[config.mk]
export PLATFORM = sky130hd
export DESIGN_NAME = wb_upsizer_32_128_flat
export DESIGN_NICKNAME = d
export VERILOG_FILES = /design/src/rtl/wb_upsizer_32_128_if.sv /design/src/rtl/wb_upsizer_32_128.sv /design/src/flat_wrapper.sv
export SDC_FILE = /design/constraint.sdc
export NUM_CORES = 1
export LEC_CHECK = 0
export BUFFER_PORTS_ARGS = -buffer_cell sky130_fd_sc_hd__buf_2
export CAP_MARGIN = 40
export CORE_AREA = 2 2 156 158
export CTS_CLUSTER_DIAMETER = 200
export CTS_CLUSTER_SIZE = 25
export DETAILED_ROUTE_END_ITERATION = 16
export DIE_AREA = 0 0 158 160
export SLEW_MARGIN = 20
export SYNTH_ARGS = -nofsm -noshare
export SYNTH_HDL_FRONTEND = slang
export SYNTH_SLANG_ARGS = --single-unit
[constraint.sdc]
create_clock -name clk_i -period 5.2 [get_ports clk_i]
set_input_delay 1.56 -clock clk_i [delete_from_list [all_inputs] [get_ports clk_i]]
set_output_delay 1.56 -clock clk_i [all_outputs]
set_load 0.1 [all_outputs]
[src/rtl/wb_upsizer_32_128_if.sv]
// Generic pipelined Wishbone bus bundle. Its address and data widths are set per instance.
// Valid/ready rule: a request transfers on a cycle where cyc & stb & ~stall holds; ack/err each return exactly one response, in order.
interface wb_upsizer_32_128_if #(
    parameter int AW = 24,
    parameter int DW = 32
);
    logic          cyc;
    logic          stb;
    logic          we;
    logic [AW-1:0] addr;
    logic [DW/8-1:0] sel;
    logic [DW-1:0] wdata;
    logic [DW-1:0] rdata;
    logic          ack;
    logic          err;
    logic          stall;

    modport master (output cyc, stb, we, addr, sel, wdata,
                    input  rdata, ack, err, stall);
    modport slave  (input  cyc, stb, we, addr, sel, wdata,
                    output rdata, ack, err, stall);
endinterface

[src/rtl/wb_upsizer_32_128.sv]
// Bridges a 32-bit pipelined Wishbone slave port onto a 128-bit master port.
// A tag FIFO records the lane and direction of each request, so that each returning response is routed to the right lane.
module wb_upsizer_32_128 #(
    parameter int M_AW  = 22,
    parameter int DEPTH = 16
) (
    input  logic                  clk_i,
    input  logic                  rst_i,
    wb_upsizer_32_128_if.slave    s_bus,
    wb_upsizer_32_128_if.master   m_bus
);
    localparam int PW = $clog2(DEPTH);
    localparam int CW = $clog2(DEPTH + 1);

    typedef struct packed {
        logic       we;
        logic [1:0] lane;
    } tag_t;

    logic              req_valid_q, req_valid_d;
    logic              m_we_q, m_we_d;
    logic [M_AW-1:0]   m_addr_q, m_addr_d;
    logic [15:0]       m_sel_q, m_sel_d;
    logic [127:0]      m_wdata_q, m_wdata_d;
    logic [CW-1:0]     cnt_q, cnt_d;
    logic [PW-1:0]     wr_ptr_q, wr_ptr_d;
    logic [PW-1:0]     rd_ptr_q, rd_ptr_d;
    tag_t              tag_mem_q [DEPTH];
    tag_t              tag_mem_d [DEPTH];
    logic              s_ack_q, s_ack_d;
    logic              s_err_q, s_err_d;
    logic [31:0]       s_rdata_q, s_rdata_d;

    logic              s_stall, m_cyc, acc, take, resp, abort;
    logic [1:0]        lane;
    tag_t              tag_head;

    assign lane     = s_bus.addr[1:0];
    assign tag_head = tag_mem_q[rd_ptr_q];
    assign s_stall  = (cnt_q == CW'(DEPTH)) | (req_valid_q & m_bus.stall);
    assign acc      = s_bus.cyc & s_bus.stb & ~s_stall;
    assign take     = req_valid_q & ~m_bus.stall;
    assign m_cyc    = s_bus.cyc & (req_valid_q | (cnt_q != '0));
    assign resp     = m_cyc & (m_bus.ack | m_bus.err) & (cnt_q != '0);
    // Dropping cyc with work in flight abandons it; late memory responses then find cnt==0.
    assign abort    = ~s_bus.cyc & (cnt_q != '0);

    always_comb begin
        req_valid_d = req_valid_q;
        m_we_d      = m_we_q;
        m_addr_d    = m_addr_q;
        m_sel_d     = m_sel_q;
        m_wdata_d   = m_wdata_q;
        wr_ptr_d    = wr_ptr_q;
        rd_ptr_d    = rd_ptr_q;
        tag_mem_d   = tag_mem_q;
        s_ack_d     = 1'b0;
        s_err_d     = 1'b0;
        s_rdata_d   = '0;
        cnt_d       = cnt_q + CW'(acc) - CW'(resp);

        if (acc) begin
            req_valid_d         = 1'b1;
            m_we_d              = s_bus.we;
            m_addr_d            = s_bus.addr[M_AW+1:2];
            m_sel_d             = 16'(s_bus.sel) << {lane, 2'b00};
            m_wdata_d           = {4{s_bus.wdata}};
            tag_mem_d[wr_ptr_q] = '{we: s_bus.we, lane: lane};
            wr_ptr_d            = wr_ptr_q + 1'b1;
        end else if (take) begin
            req_valid_d = 1'b0;
        end

        if (resp) begin
            rd_ptr_d = rd_ptr_q + 1'b1;
            s_ack_d  = m_bus.ack;
            s_err_d  = m_bus.err;
            if (m_bus.ack & ~m_bus.err & ~tag_head.we)
                s_rdata_d = m_bus.rdata[{tag_head.lane, 5'b00000} +: 32];
        end

        if (abort) begin
            req_valid_d = 1'b0;
            cnt_d       = '0;
            wr_ptr_d    = '0;
            rd_ptr_d    = '0;
        end
    end

    always_ff @(posedge clk_i) begin
        if (rst_i) begin
            req_valid_q <= 1'b0;
            m_we_q      <= 1'b0;
            m_addr_q    <= '0;
            m_sel_q     <= '0;
            m_wdata_q   <= '0;
            cnt_q       <= '0;
            wr_ptr_q    <= '0;
            rd_ptr_q    <= '0;
            s_ack_q     <= 1'b0;
            s_err_q     <= 1'b0;
            s_rdata_q   <= '0;
        end else begin
            req_valid_q <= req_valid_d;
            m_we_q      <= m_we_d;
            m_addr_q    <= m_addr_d;
            m_sel_q     <= m_sel_d;
            m_wdata_q   <= m_wdata_d;
            cnt_q       <= cnt_d;
            wr_ptr_q    <= wr_ptr_d;
            rd_ptr_q    <= rd_ptr_d;
            s_ack_q     <= s_ack_d;
            s_err_q     <= s_err_d;
            s_rdata_q   <= s_rdata_d;
        end
    end

    // Tag storage needs no reset: valid entries are those between the reset pointers.
    always_ff @(posedge clk_i) begin
        tag_mem_q <= tag_mem_d;
    end

    assign s_bus.rdata = s_rdata_q;
    assign s_bus.ack   = s_ack_q;
    assign s_bus.err   = s_err_q;
    assign s_bus.stall = s_stall;
    assign m_bus.cyc   = m_cyc;
    assign m_bus.stb   = req_valid_q;
    assign m_bus.we    = m_we_q;
    assign m_bus.addr  = m_addr_q;
    assign m_bus.sel   = m_sel_q;
    assign m_bus.wdata = m_wdata_q;
endmodule

[src/flat_wrapper.sv]
// flat-port wrapper written by rule: the top's interface ports become plain ports
module wb_upsizer_32_128_flat 
#(
    parameter int M_AW  = 22,
    parameter int DEPTH = 16
)
  (clk_i, rst_i, s_bus_cyc, s_bus_stb, s_bus_we, s_bus_addr, s_bus_sel, s_bus_wdata, s_bus_rdata, s_bus_ack, s_bus_err, s_bus_stall, m_bus_cyc, m_bus_stb, m_bus_we, m_bus_addr, m_bus_sel, m_bus_wdata, m_bus_rdata, m_bus_ack, m_bus_err, m_bus_stall);
  wb_upsizer_32_128_if #(.AW(24), .DW(32)) s_bus_i ();
  wb_upsizer_32_128_if #(.AW(22), .DW(128)) m_bus_i ();
  input  logic clk_i;
  input  logic rst_i;
  input wire logic [$bits(s_bus_i.cyc)-1:0] s_bus_cyc;
  input wire logic [$bits(s_bus_i.stb)-1:0] s_bus_stb;
  input wire logic [$bits(s_bus_i.we)-1:0] s_bus_we;
  input wire logic [$bits(s_bus_i.addr)-1:0] s_bus_addr;
  input wire logic [$bits(s_bus_i.sel)-1:0] s_bus_sel;
  input wire logic [$bits(s_bus_i.wdata)-1:0] s_bus_wdata;
  output wire logic [$bits(s_bus_i.rdata)-1:0] s_bus_rdata;
  output wire logic [$bits(s_bus_i.ack)-1:0] s_bus_ack;
  output wire logic [$bits(s_bus_i.err)-1:0] s_bus_err;
  output wire logic [$bits(s_bus_i.stall)-1:0] s_bus_stall;
  output wire logic [$bits(m_bus_i.cyc)-1:0] m_bus_cyc;
  output wire logic [$bits(m_bus_i.stb)-1:0] m_bus_stb;
  output wire logic [$bits(m_bus_i.we)-1:0] m_bus_we;
  output wire logic [$bits(m_bus_i.addr)-1:0] m_bus_addr;
  output wire logic [$bits(m_bus_i.sel)-1:0] m_bus_sel;
  output wire logic [$bits(m_bus_i.wdata)-1:0] m_bus_wdata;
  input wire logic [$bits(m_bus_i.rdata)-1:0] m_bus_rdata;
  input wire logic [$bits(m_bus_i.ack)-1:0] m_bus_ack;
  input wire logic [$bits(m_bus_i.err)-1:0] m_bus_err;
  input wire logic [$bits(m_bus_i.stall)-1:0] m_bus_stall;
  assign s_bus_i.cyc = s_bus_cyc;
  assign s_bus_i.stb = s_bus_stb;
  assign s_bus_i.we = s_bus_we;
  assign s_bus_i.addr = s_bus_addr;
  assign s_bus_i.sel = s_bus_sel;
  assign s_bus_i.wdata = s_bus_wdata;
  assign s_bus_rdata = s_bus_i.rdata;
  assign s_bus_ack = s_bus_i.ack;
  assign s_bus_err = s_bus_i.err;
  assign s_bus_stall = s_bus_i.stall;
  assign m_bus_cyc = m_bus_i.cyc;
  assign m_bus_stb = m_bus_i.stb;
  assign m_bus_we = m_bus_i.we;
  assign m_bus_addr = m_bus_i.addr;
  assign m_bus_sel = m_bus_i.sel;
  assign m_bus_wdata = m_bus_i.wdata;
  assign m_bus_i.rdata = m_bus_rdata;
  assign m_bus_i.ack = m_bus_ack;
  assign m_bus_i.err = m_bus_err;
  assign m_bus_i.stall = m_bus_stall;
  wb_upsizer_32_128 #(.M_AW(M_AW), .DEPTH(DEPTH)) u_core (.clk_i(clk_i), .rst_i(rst_i), .s_bus(s_bus_i), .m_bus(m_bus_i));
endmodule
-- After elaboration in Yosys (flattened, before gate mapping)
Cells that the tools add are included.
- add/subtract/negate cells: 4
- $lt $le $gt $ge: 3
- eq/ne operators: 1
- shift operators: 2
- mux-type cells: 8
- bitwise gates (word level): 22
- reduce and logical (&&, ||, !) cells: 6
- operators with widths (kind ; count):
    indexed part select 128 x 8 -> 32 bit ; 1
    bitwise mux 48 bit ; 1
    << shifter 4 x 4 -> 16 bit ; 1
    binary-select mux 3 bit (select 4 bit) ; 1
    demux 3 bit (select 4 bit) ; 1
    bitwise AND 1 bit ; 10
    >= comparator 5 bit, second input constant ; 2
    inverter 4 -> 5 bit ; 2
    2-to-1 mux 3 bit ; 3
    adder 4 x 1 -> 4 bit, second input constant ; 2
    inverter 1 bit ; 7
    adder 5 x 1 -> 5 bit ; 1
    equality test 5 bit, second input constant ; 1
    < comparator 5 x 1 -> 1 bit, second input constant ; 1
    nonzero test 5 bit ; 1
    subtractor 5 x 1 -> 5 bit ; 1
    OR reduction 2 bit ; 2
    bitwise OR 1 bit ; 3
    OR reduction 3 bit ; 1
    2-to-1 mux 1 bit ; 2
    nonzero test 2 bit ; 1
    logical AND 1 bit ; 1
- bits in registers: 263
- bits of input ports: 196
- output and inout bits: 204

-- Logic depth before layout (Yosys ltp)
- depth in word-level cells: 8
- gate-level depth with buffers: 15

-- Worst setup path after synthesis
Ideal clock, no wire load.
- kind: input to output
- start: in s_bus_cyc
- end: out m_bus_cyc
- data arrival time: 2.851 ns
- setup slack: 0.789 ns
- stages on the path: 2
- cell sequence: inv_1 nor2_1
- cells in the longest elaborated chain, start to end: 1
- ends and longest elaborated chain (item ; line ; RTL):
    start: declaration ; flat_wrapper.sv:12 ; input wire logic [$bits(s_bus_i.cyc)-1:0] s_bus_cyc;
    bitwise AND 1 bit ; wb_upsizer_32_128.sv:43 ; assign m_cyc = s_bus.cyc & (req_valid_q | (cnt_q != '0));
    end: declaration ; flat_wrapper.sv:22 ; output wire logic [$bits(m_bus_i.cyc)-1:0] m_bus_cyc;
No other way between the ends.

-- Worst setup path after layout
Ends and elaborated chain as after synthesis.

==> metrics.md <==
| Metric | Value |
|---|---|
| Worst-Skew Late Latency | `430 ps` |
| Die ar. | `25300 um^2` |
| CP startpoint kind | `input pin` |
| TNS Setup | `0 ps` |
| Layout cell share with drive strength beyond 1 | `47.1%` |
| Pins Over Slew Limit | `0` |
| Adder-cell area share of the yosys netlist | `2.04%` |
| Prevailing post-synth register cell | `dfxtp_1` |
| Synth Instances | `742` |
| Multiplexer share of the synthesized area | `13.0%` |
| Reg power frac | `33.2%` |
| Core Rows | `57` |
| Status | `complete, no violations` |
| First-pass GRT wire length | `31.4 mm` |
| Post-DP HPWL | `16.3 mm` |
| Fin nets | `1233` |
| Die Y | `160 um` |
| Synthesized net count | `950` |
| DR WL/cell | `16.1 um` |
| CTS Buf Count | `17` |
| Final std cells w/o fill | `1364` |
| Final core occ | `41.7%` |
| Combinational fraction of design power | `37.3%` |
| Max Cap Violations | `0` |
| Crit share post-route | `74.9%` |
| Die W | `158 um` |
| Max VDD drop | `0.260 mV` |
| Post-synth ARST share | `0%` |
| Vias | `6178` |
| Slew headroom | `46.0%` |
| Sw Ratio | `43.5%` |
| Vias/cell | `4.53` |
| Synth Area in Simple Gates | `11.2%` |
| Post-synthesis register bit count | `167` |
| Number of global-route vias before repair | `5774` |
| Htree depth | `4` |
| Gr usage total | `16.2%` |
| Main combinational cell family by area after synthesis | `buffers and inverters` |
| Post-CTS resize count | `0` |
| Distinct cells, synth | `39` |
| CP required | `3640 ps` |
| Critical path peak fanout | `4` |
| Clock Power Share | `29.5%` |
| Final ANT Viol Nets | `0` |
| Synthesized area | `7740 um^2` |
| Io pins | `400` |
| Layout Skew | `16.5 ps` |
| Bufs on Longest Clock Path | `2` |
| Crit path DAT | `2330 ps` |
| Num Clock Sinks | `167` |
| Synth warn | `0` |
| First-pass DRT Iterations | `4` |
| Placeable Area | `23800 um^2` |
| Syn-to-layout area delta | `28.2%` |
| Synthesized area per cell | `10.4 um^2` |
| Fin. Hold Viols | `0` |
| Post-Synth XOR/XNOR Area | `1.02%` |
| Post-CTS setup buffers | `0` |
| Total grt overflow | `0` |
| CTS Root Cell | `clkbuf_16` |
| Pwr Density | `452 nW/um^2` |
| HP Class | `register to register` |
| CTS Hold Bufs | `0` |
| Type of the worst setup path | `input pin to output pin` |
| Placed insts | `1330` |
| Pin count of the biggest net entering global routing | `76` |
| Pint | `2.53 mW` |
| RSZ-0062 raised after global routing | `no` |
| Leak | `4.69 nW` |
| Final min period | `3890 ps` |
| Compound-Gate Fraction of Synth Area | `10.4%` |
| Switching power | `1.95 mW` |
| Register area share after synthesis | `49.4%` |
| Final WL | `22.0 mm` |
| Initial antenna violation count | `2` |
| Worst-Margin Slew | `810 ps` |
| Setup Viol. Count Final | `0` |
| Crit. End Element | `output pin` |
| Initial Util | `32.5%` |
| F_max | `257 MHz` |
| Hold WS | `449 ps` |
| PortBufs | `399` |
| Final Wtd Congestion | `0.760` |
| Starting DRT DRC Count | `298` |
| Post-synth EDFFs | `48` |
| Layout fillers | `2414` |
| DRC viols | `0` |
| Total power draw | `4.48 mW` |
| CTS tree | `done` |
| Reg clk slew, reported paths | `70 ps` |
-- path summary, 6_finish.rpt --
check                       start                endpoint  slack (ps)  depth (start not counted)
max                     s_bus_cyc               m_bus_cyc        1310                          4
min          u_core.m_bus.sel[12]    u_core.m_bus.sel[12]         450                          2
max reg2reg    u_core.rd_ptr_q[0]  u_core.s_bus.rdata[30]        2290                          4
min reg2reg  u_core.m_bus.sel[12]    u_core.m_bus.sel[12]         450                          2
-- cell usage after synthesis (all sizes together) (2+ instances only) --
cell | instances | area [um^2]
nand2 | 138 | 518
buf | 121 | 872
dfxtp | 119 | 2380
a21oi | 76 | 380
mux2i | 70 | 701
edfxtp | 48 | 1440
o22ai | 32 | 388
nor2 | 29 | 109
clkbuf | 22 | 83.8
inv | 13 | 48.8
mux4 | 13 | 293
ha | 11 | 138
nand3 | 10 | 55.1
nand4 | 5 | 31.3
nor3 | 5 | 25.0
xor2 | 5 | 43.8
xnor2 | 4 | 35.0
nor3b | 3 | 22.5
a21o | 2 | 15.0
nand2b | 2 | 12.5
nor2b | 2 | 12.5
nor4b | 2 | 23.8
-- flip-flops by register name, indices dropped and copies added, names as in the netlist, 4 cells and up --
name                flops
u_core.m_bus.addr      22
u_core.s_bus.rdata     32
u_core.rd_ptr_q         4
u_core.tag_mem_q       48
u_core.cnt_q            5
u_core.wr_ptr_q         4
u_core.m_bus.wdata     32
u_core.m_bus.sel       16
-- metrics by stage --
stage / instance area, um^2 / setup WS, ps
2_1_floorplan: 7740 / 789
3_3_place_gp: 9270 / 1320
3_5_place_dp: 9290 / 1310
4_1_cts: 9920 / 1310
5_1_grt: 9920 / 1260
6_report: 9920 / 1310
-- logic make-up after synthesis --
kind of cell    Yosys count
simple gates            201
flops                   167
fa+ha+maj                12
mux                      84
buf+inv                 156
compound gates          113
xor+xnor                  9
-- layout make-up --
type                       instances  area (um^2)  area share (%)
sequential                       167         3820            38.5
multi-input combinational        419         2930            29.5
timing repair buffer             407         2090            21.1
clock buffer                      17          425            4.29
tap                              324          405            4.08
clock inverter                    15          200            2.02
inverter                          13         48.8           0.492
antenna                            2         5.00          0.0504
-- power groups by stage --
stage,registers (mW),logic (mW),clock network (mW)
finish,1.49,1.67,1.32
global route,1.50,1.76,1.42
CTS,1.49,1.68,1.36
detailed placement,1.52,1.68,0
global placement,1.52,1.66,0
floorplan,1.84,1.11,0
-- cell usage in the layout (no fill, tap or decap), types with 2 or more instances in the layout --
master and n:
a21o_1 2, a21oi_1 76, buf_2 399, buf_4 6, clkbuf_16 17, clkinv_8 3, dfxtp_1 119, diode_2 2
edfxtp_1 48, ha_1 11, inv_1 12, inv_6 2, inv_8 7, mux2i_1 69, mux4_2 13, nand2_1 138
nand2b_1 2, nand3_1 9, nand4_1 5, nor2_1 29, nor2b_1 2, nor3_1 5, nor3b_1 3, o22ai_1 2
o22ai_2 30, xnor2_1 4, xor2_1 5
-- layer usage --
metal  wire length (um)  global-route usage, %  up-vias
met5                  0                      0        -
met4                150                   3.85        0
met3               1700                   4.64        6
met2              10900                   28.5      274
met1               9170                   19.5     2876
li1                   -                      -     3022
-- critical path, stage by stage --
cell and delay (ps):
buf_2 130, inv_1 60, nor2_1 130, buf_2 450
(Power assumes the default switching activity.)
